==> config.mk <==
export PLATFORM = sky130hd
export DESIGN_NAME = orsram_ctrl
export DESIGN_NICKNAME = d
export VERILOG_FILES = /design/src/rtl/orsram_ctrl_pkg.sv /design/src/rtl/orsram_rr_arb.sv /design/src/rtl/orsram_ctrl.sv
export SDC_FILE = /design/constraint.sdc
export NUM_CORES = 1
export LEC_CHECK = 0
export BUFFER_PORTS_ARGS = -buffer_cell sky130_fd_sc_hd__buf_2
export CORE_AREA = 2 2 138 140
export DETAILED_ROUTE_END_ITERATION = 6
export DIE_AREA = 0 0 140 142
export GPL_ROUTABILITY_DRIVEN = 0
export SYNTH_ARGS = -nofsm -noshare
export SYNTH_HDL_FRONTEND = slang
export SYNTH_SLANG_ARGS = --single-unit
==> constraint.sdc <==
create_clock -name clk -period 2.4 [get_ports clk]
set_input_delay 0.6 -clock clk [delete_from_list [all_inputs] [get_ports clk]]
set_output_delay 0.6 -clock clk [all_outputs]
set_load 0.01 [all_outputs]
==> src/rtl/orsram_ctrl_pkg.sv <==
// Shared constants for the output-result SRAM controller: geometry defaults,
// sequencer state encodings and arbiter grant bit positions.
// No ports; imported by orsram_ctrl and orsram_rr_arb.
package orsram_ctrl_pkg;

  localparam int ORSRAM_SRAM_NUM = 8;  // number of banks (byte lanes)
  localparam int ORSRAM_AW       = 7;  // bank address width, depth 128
  localparam int ORSRAM_DW       = 8;  // bank data width

  localparam logic [0:0] ST_CLEAR = 1'b0;
  localparam logic [0:0] ST_SERVE = 1'b1;

  // Requester positions in the arbiter req/gnt vectors
  localparam int GNT_WR = 0;
  localparam int GNT_RD = 1;

endpackage

==> src/rtl/orsram_rr_arb.sv <==
// Two-input round-robin arbiter (write vs read) with a single "last" flag.
// Latency: gnt is combinational on req/en/last; last updates on the grant edge.
// Backpressure: en low blocks all grants; a loser simply retries next cycle.
// Ports: clk, rst_n (async active-low), req[1:0] in, en in, gnt[1:0] one-hot out.
module orsram_rr_arb
  import orsram_ctrl_pkg::*;
(
  input  logic       clk,
  input  logic       rst_n,
  input  logic [1:0] req,
  input  logic       en,
  output logic [1:0] gnt
);

  // 1: read was granted most recently. Resets to read so write wins the first tie.
  logic r_last_rd;

  always_comb begin
    gnt = 2'b00;
    if (en) begin
      if (req[GNT_WR] && req[GNT_RD]) begin
        if (r_last_rd) gnt[GNT_WR] = 1'b1;
        else           gnt[GNT_RD] = 1'b1;
      end else begin
        gnt = req;
      end
    end
  end

  always_ff @(posedge clk or negedge rst_n) begin
    if (!rst_n)      r_last_rd <= 1'b1;
    else if (|gnt)   r_last_rd <= gnt[GNT_RD];
  end

endmodule

==> src/rtl/orsram_ctrl.sv <==
// Sequencer + arbiter for the banked output-result SRAM: zero-fill, then serve writes/reads.
// Latency: grant at t drives SRAM pins at t+1; read data returned with rd_rvalid at t+2.
// Backpressure: ready is held low while clearing; rd_rvalid has no backpressure.
// Ports: clk, rst_n; clr_req/busy; wr_* and rd_* request channels; sram_* macro pins
// (all outputs registered) and sram_q returned combinationally as rd_rdata.
module orsram_ctrl
  import orsram_ctrl_pkg::*;
#(
  parameter int SRAM_NUM = ORSRAM_SRAM_NUM,
  parameter int AW       = ORSRAM_AW,
  parameter int DW       = ORSRAM_DW
) (
  input  logic                   clk,
  input  logic                   rst_n,
  input  logic                   clr_req,
  output logic                   busy,
  input  logic                   wr_valid,
  output logic                   wr_ready,
  input  logic [AW-1:0]          wr_addr,
  input  logic [SRAM_NUM-1:0]    wr_mask,
  input  logic [SRAM_NUM*DW-1:0] wr_data,
  input  logic                   rd_valid,
  output logic                   rd_ready,
  input  logic [AW-1:0]          rd_addr,
  output logic                   rd_rvalid,
  output logic [SRAM_NUM*DW-1:0] rd_rdata,
  output logic                   sram_cen,
  output logic [SRAM_NUM-1:0]    sram_wen,
  output logic [SRAM_NUM*AW-1:0] sram_a,
  output logic [SRAM_NUM*DW-1:0] sram_d,
  input  logic [SRAM_NUM*DW-1:0] sram_q
);

  logic [0:0]             r_state;
  logic [AW-1:0]          r_cnt;
  logic                   r_cen;
  logic [SRAM_NUM-1:0]    r_wen;
  logic [SRAM_NUM*AW-1:0] r_a;
  logic [SRAM_NUM*DW-1:0] r_d;
  logic [1:0]             r_rv_sr;   // [0]: pins driven this cycle, [1]: data on sram_q

  logic                   w_serve;
  logic                   w_arb_en;
  logic                   w_cnt_last;
  logic [1:0]             w_gnt;

  assign w_serve    = (r_state == ST_SERVE);
  // A clr_req cycle gives no grant so the clear starts on a quiet macro.
  assign w_arb_en   = w_serve & ~clr_req;
  assign w_cnt_last = (r_cnt == {AW{1'b1}});

  orsram_rr_arb u_arb (
    .clk   (clk),
    .rst_n (rst_n),
    .req   ({rd_valid, wr_valid}),
    .en    (w_arb_en),
    .gnt   (w_gnt)
  );

  always_ff @(posedge clk or negedge rst_n) begin
    if (!rst_n) begin
      r_state <= ST_CLEAR;
      r_cnt   <= '0;
    end else if (!w_serve) begin
      // Counter wraps 127 -> 0 exactly on the exit cycle.
      r_cnt <= r_cnt + 1'b1;
      if (w_cnt_last) r_state <= ST_SERVE;
    end else if (clr_req) begin
      r_state <= ST_CLEAR;
      r_cnt   <= '0;
    end
  end

  // SRAM pin registers; address/data hold when no access is issued.
  always_ff @(posedge clk or negedge rst_n) begin
    if (!rst_n) begin
      r_cen <= 1'b1;
      r_wen <= '1;
      r_a   <= '0;
      r_d   <= '0;
    end else if (!w_serve) begin
      r_cen <= 1'b0;
      r_wen <= '0;
      r_a   <= {SRAM_NUM{r_cnt}};
      r_d   <= '0;
    end else if (w_gnt[GNT_WR]) begin
      r_cen <= 1'b0;
      r_wen <= ~wr_mask;   // unmasked banks do a discarded read
      r_a   <= {SRAM_NUM{wr_addr}};
      r_d   <= wr_data;
    end else if (w_gnt[GNT_RD]) begin
      r_cen <= 1'b0;
      r_wen <= '1;
      r_a   <= {SRAM_NUM{rd_addr}};
    end else begin
      r_cen <= 1'b1;
      r_wen <= '1;
    end
  end

  always_ff @(posedge clk or negedge rst_n) begin
    if (!rst_n) r_rv_sr <= 2'b00;
    else        r_rv_sr <= {r_rv_sr[0], w_gnt[GNT_RD]};
  end

  assign busy      = ~w_serve;
  assign wr_ready  = w_gnt[GNT_WR];
  assign rd_ready  = w_gnt[GNT_RD];
  assign rd_rvalid = r_rv_sr[1];
  assign rd_rdata  = sram_q;
  assign sram_cen  = r_cen;
  assign sram_wen  = r_wen;
  assign sram_a    = r_a;
  assign sram_d    = r_d;

endmodule

==> insert_results.sql <==
INSERT INTO impl_metrics (metric_group, metric, value, unit) VALUES
('routing', 'drt_wl_total', '16300', 'um'),
('place', 'hpwl', '10700', 'um'),
('sta', 'finalWorstPathRequiredPeriod', '1.98', 'ns'),
('routing', 'vias', '4512', ''),
('cells_and_area', 'area_growth_syn_to_layout', '16.5', '%'),
('setup_path', 'cp_max_fo', '4', ''),
('sta', 'final.setup.tns', '0', 'ns'),
('floorplanning', 'effective_utilization_at_floorplan', '27.6', '%'),
('synth', 'post_synth_num_cell_types', '30', ''),
('synth', 'mappedNetlistNets', '692', ''),
('global_route', 'grt_pass1_wl', '24800', 'um'),
('setup_path', 'reg2reg_from', 'u_arb.r_last_rd$_DFFE_PN1P_', ''),
('setup_path', 'critical_path.top_delay_family', 'flip-flops', ''),
('cells_and_area', 'stdcell_count', '855', ''),
('sta', 'finalSetupViolCount', '0', ''),
('cts', 'post_cts_hold_buffer_count', '0', ''),
('global_route', 'pin_count_of_the_biggest_net_entering_global_routing', '75', ''),
('cts', 'tritoncts', 'built', ''),
('power_and_ir_drop', 'cellLeakagePower', '2.69', 'nW'),
('sta', 'final-max-slew-violation-count', '0', ''),
('cells_and_area', 'antenna_cells_inserted', '0', ''),
('cts', 'post-cts-setup-buffers', '0', ''),
('sta', 'highest_clock_rate', '504', 'MHz'),
('cts', 'cts-resized-gates', '0', ''),
('place', 'placed_area', '5640', 'um^2'),
('sta', 'post-route-worst-setup-slack', '0.416', 'ns'),
('sta', 'unrepaired_setup_endpoints_after_global_routing', 'false', ''),
('global_route', 'overflow', '0', ''),
('setup_path', 'worst_r2r_endpoint', 'sram_a[49]$_DFFE_PN0P_', ''),
('routing', 'remaining_drc_errors', '21', ''),
('cells_and_area', 'nets', '772', ''),
('setup_path', 'cp.buffers_inverters', '1', ''),
('synth', 'post_synth_instance_area', '5100', 'um^2'),
('setup_path', 'path_class', 'flop to output port', ''),
('synth', 'synth_edf_count', '0', ''),
('flow_run', 'cap_viol_max_count', '0', ''),
('cells_and_area', 'nFillCells', '1962', ''),
('sta', 'finalCritPeriodShare', '82.7', '%'),
('floorplanning', 'fp_rows', '50', ''),
('synth', 'synth_cells', '536', ''),
('setup_path', 'timing.reg2reg.setup_slack', '0.75', 'ns'),
('outcome', 'status', 'finished with violations', ''),
('cts', 'cts-buffers-inserted', '9', ''),
('cts', 'clkTransAtPathRegs', '0.07', 'ns'),
('place', 'numPlacedInstances', '839', ''),
('cts', 'htree_levels', '3', ''),
('routing', 'drt-wirelength-per-cell', '19.1', 'um'),
('synth', 'yosys_top_cell_by_area', 'sky130_fd_sc_hd__dfrtp_1', ''),
('setup_path', 'critPathCaptureType', 'output port', ''),
('setup_path', 'start_kind', 'flop', ''),
('setup_path', 'worst_ep_arrival_time', '1.38', 'ns'),
('synth', 'postSynth.topFlopCell', 'sky130_fd_sc_hd__dfrtp_1', ''),
('outcome', 'violations_in_the_final_reports', 'design-rule violations', ''),
('synth', 'post_synth.cell_area_avg', '9.51', 'um^2'),
('synth', 'postSynthRegisterBits', '91', ''),
('floorplanning', 'floorplan.die_area', '19900', 'um^2'),
('cts', 'clock_insertion_delay_worst_skew', '0.35', 'ns'),
('cells_and_area', 'layout-drive-gt1-share', '44.1', '%'),
('sta', 'clock_skew', '0.00858', 'ns'),
('hold_path', 'hold_path.class', 'input pin to async pin', ''),
('sta', 'worst_pin_slew', '0.469', 'ns'),
('setup_path', 'critical_path.cell_chain', 'nor2b_4, nand2_1, a21oi_1, buf_2', ''),
('synth', 'share_of_synthesized_area_occupied_by_flip_flops_and_latches', '44.9', '%'),
('power_and_ir_drop', 'cellPowerDensity', '796', 'nW/um^2'),
('synth', 'synthTopCellsByArea', 'sky130_fd_sc_hd__dfrtp_1 (40%), sky130_fd_sc_hd__buf_4 (17%), sky130_fd_sc_hd__o31ai_1 (9.6%), sky130_fd_sc_hd__nand4_1 (8.6%), sky130_fd_sc_hd__a21oi_1 (7.2%)', ''),
('cts', 'clock-root-buffer', 'sky130_fd_sc_hd__clkbuf_16', ''),
('cts', 'cts_max_path_buffers', '2', ''),
('routing', 'first_pass_iters', '7', ''),
('power_and_ir_drop', 'ir_drop', '0.352', 'mV'),
('synth', 'total_of_warnings_raised_by_yosys', '0', ''),
('setup_path', 'worst_r2r_path_depth', '4', '');
## Yosys cell counts (2+ instances only)
| master | instances |
|---|---|
| sky130_fd_sc_hd__a21oi_1 | 73 |
| sky130_fd_sc_hd__a32oi_1 | 6 |
| sky130_fd_sc_hd__buf_1 | 6 |
| sky130_fd_sc_hd__buf_2 | 18 |
| sky130_fd_sc_hd__buf_4 | 114 |
| sky130_fd_sc_hd__clkbuf_1 | 34 |
| sky130_fd_sc_hd__dfrtp_1 | 81 |
| sky130_fd_sc_hd__dfstp_2 | 10 |
| sky130_fd_sc_hd__inv_1 | 10 |
| sky130_fd_sc_hd__nand2_1 | 6 |
| sky130_fd_sc_hd__nand2b_1 | 3 |
| sky130_fd_sc_hd__nand3_1 | 3 |
| sky130_fd_sc_hd__nand4_1 | 70 |
| sky130_fd_sc_hd__nor2b_1 | 2 |
| sky130_fd_sc_hd__o211ai_1 | 10 |
| sky130_fd_sc_hd__o21ai_0 | 6 |
| sky130_fd_sc_hd__o22ai_1 | 6 |
| sky130_fd_sc_hd__o31ai_1 | 65 |
| sky130_fd_sc_hd__or4_1 | 2 |
## registers in the layout, indices dropped and copies added (netlist names)
signal and count:
sram_d 64, sram_wen 8, r_cnt 7, sram_a 7
r_rv_sr 2, r_state 1, sram_cen 1, u_arb.r_last_rd 1
## layout by cell type, fill, tap and decap left out, types with 3 or more instances in the layout
| master | Yosys | routed |
|---|---|---|
| sky130_fd_sc_hd__o211ai_1 | 10 | 10 |
| sky130_fd_sc_hd__o31ai_1 | 65 | 65 |
| sky130_fd_sc_hd__nand2_1 | 6 | 6 |
| sky130_fd_sc_hd__nand3_1 | 3 | 3 |
| sky130_fd_sc_hd__clkbuf_8 | 0 | 3 |
| sky130_fd_sc_hd__clkbuf_16 | 0 | 9 |
| sky130_fd_sc_hd__o21ai_0 | 6 | 6 |
| sky130_fd_sc_hd__buf_12 | 0 | 5 |
| sky130_fd_sc_hd__a21oi_1 | 73 | 73 |
| sky130_fd_sc_hd__a32oi_1 | 6 | 6 |
| sky130_fd_sc_hd__inv_1 | 10 | 8 |
| sky130_fd_sc_hd__dfrtp_1 | 81 | 81 |
| sky130_fd_sc_hd__dfstp_2 | 10 | 10 |
| sky130_fd_sc_hd__buf_4 | 114 | 14 |
| sky130_fd_sc_hd__o22ai_1 | 6 | 6 |
| sky130_fd_sc_hd__buf_2 | 18 | 222 |
| sky130_fd_sc_hd__nand4_1 | 70 | 70 |
## layout make-up
class	instances	area (um^2)	share of cell area (%)
flip-flops and latches	91	2290	38.6
repair buffers	241	1320	22.2
clock buffers	12	267	4.49
clock inverters	4	32.5	0.548
inverters	10	37.5	0.632
multi-input cells	263	1700	28.7
well taps	234	293	4.93
## layer usage
layer	global-route usage (%)	vias to the layer above	share of wire, %	wire length, um
met5	0	-	0	0
met4	7.81	0	3.1	511
met3	3.84	51	7.3	1190
met2	25.4	191	48	7810
met1	20.3	2236	42	6800
li1	-	2034	-	-
## worst register-to-register path: stages (launching register included)
cell and delay, ns:
sky130_fd_sc_hd__dfstp_2 0.58, sky130_fd_sc_hd__nor2b_4 0.07, sky130_fd_sc_hd__buf_12 0.20, sky130_fd_sc_hd__or4_1 0.43, sky130_fd_sc_hd__a32o_1 0.26
## worst max path at each step
stage / start / end / slack [ns] / depth (start not counted)
after floorplan: clr_req / rd_ready / 0.39 / 5
after global placement: wr_valid / wr_ready / 0.46 / 4
after detailed placement: wr_valid / wr_ready / 0.45 / 4
after CTS: r_state$_DFF_PN0_ / rd_ready / 0.37 / 4
after global routing: r_state$_DFF_PN0_ / rd_ready / 0.32 / 4
final: r_state$_DFF_PN0_ / rd_ready / 0.42 / 4
## cells by family after synthesis
logic type                 synth area share [%]
AOI/OAI and AO/OA                          21.4
xor gates and xnor gates                  0.344
adders and majority gates                 0.245
buffers and inverters                      22.2
DFF                                        44.9
and+or+nand+nor                            10.8
## power by group
| part | internal (W) | switching [W] | total (W) |
|---|---|---|---|
| combinational | 0.000566 | 0.000836 | 0.00140 |
| sequential | 0.00167 | 0.000220 | 0.00189 |
| clock | 0.000794 | 0.000635 | 0.00143 |
## metrics by stage
stage	util [%]	hold slack [ns]
CTS	32.2	0.129
floorplan	-	0.304
global placement	30.6	0.346
finish	32.2	0.133
detailed placement	30.6	0.364
global route	32.2	0.138
No activity file was read; power rests on OpenSTA's default activity.
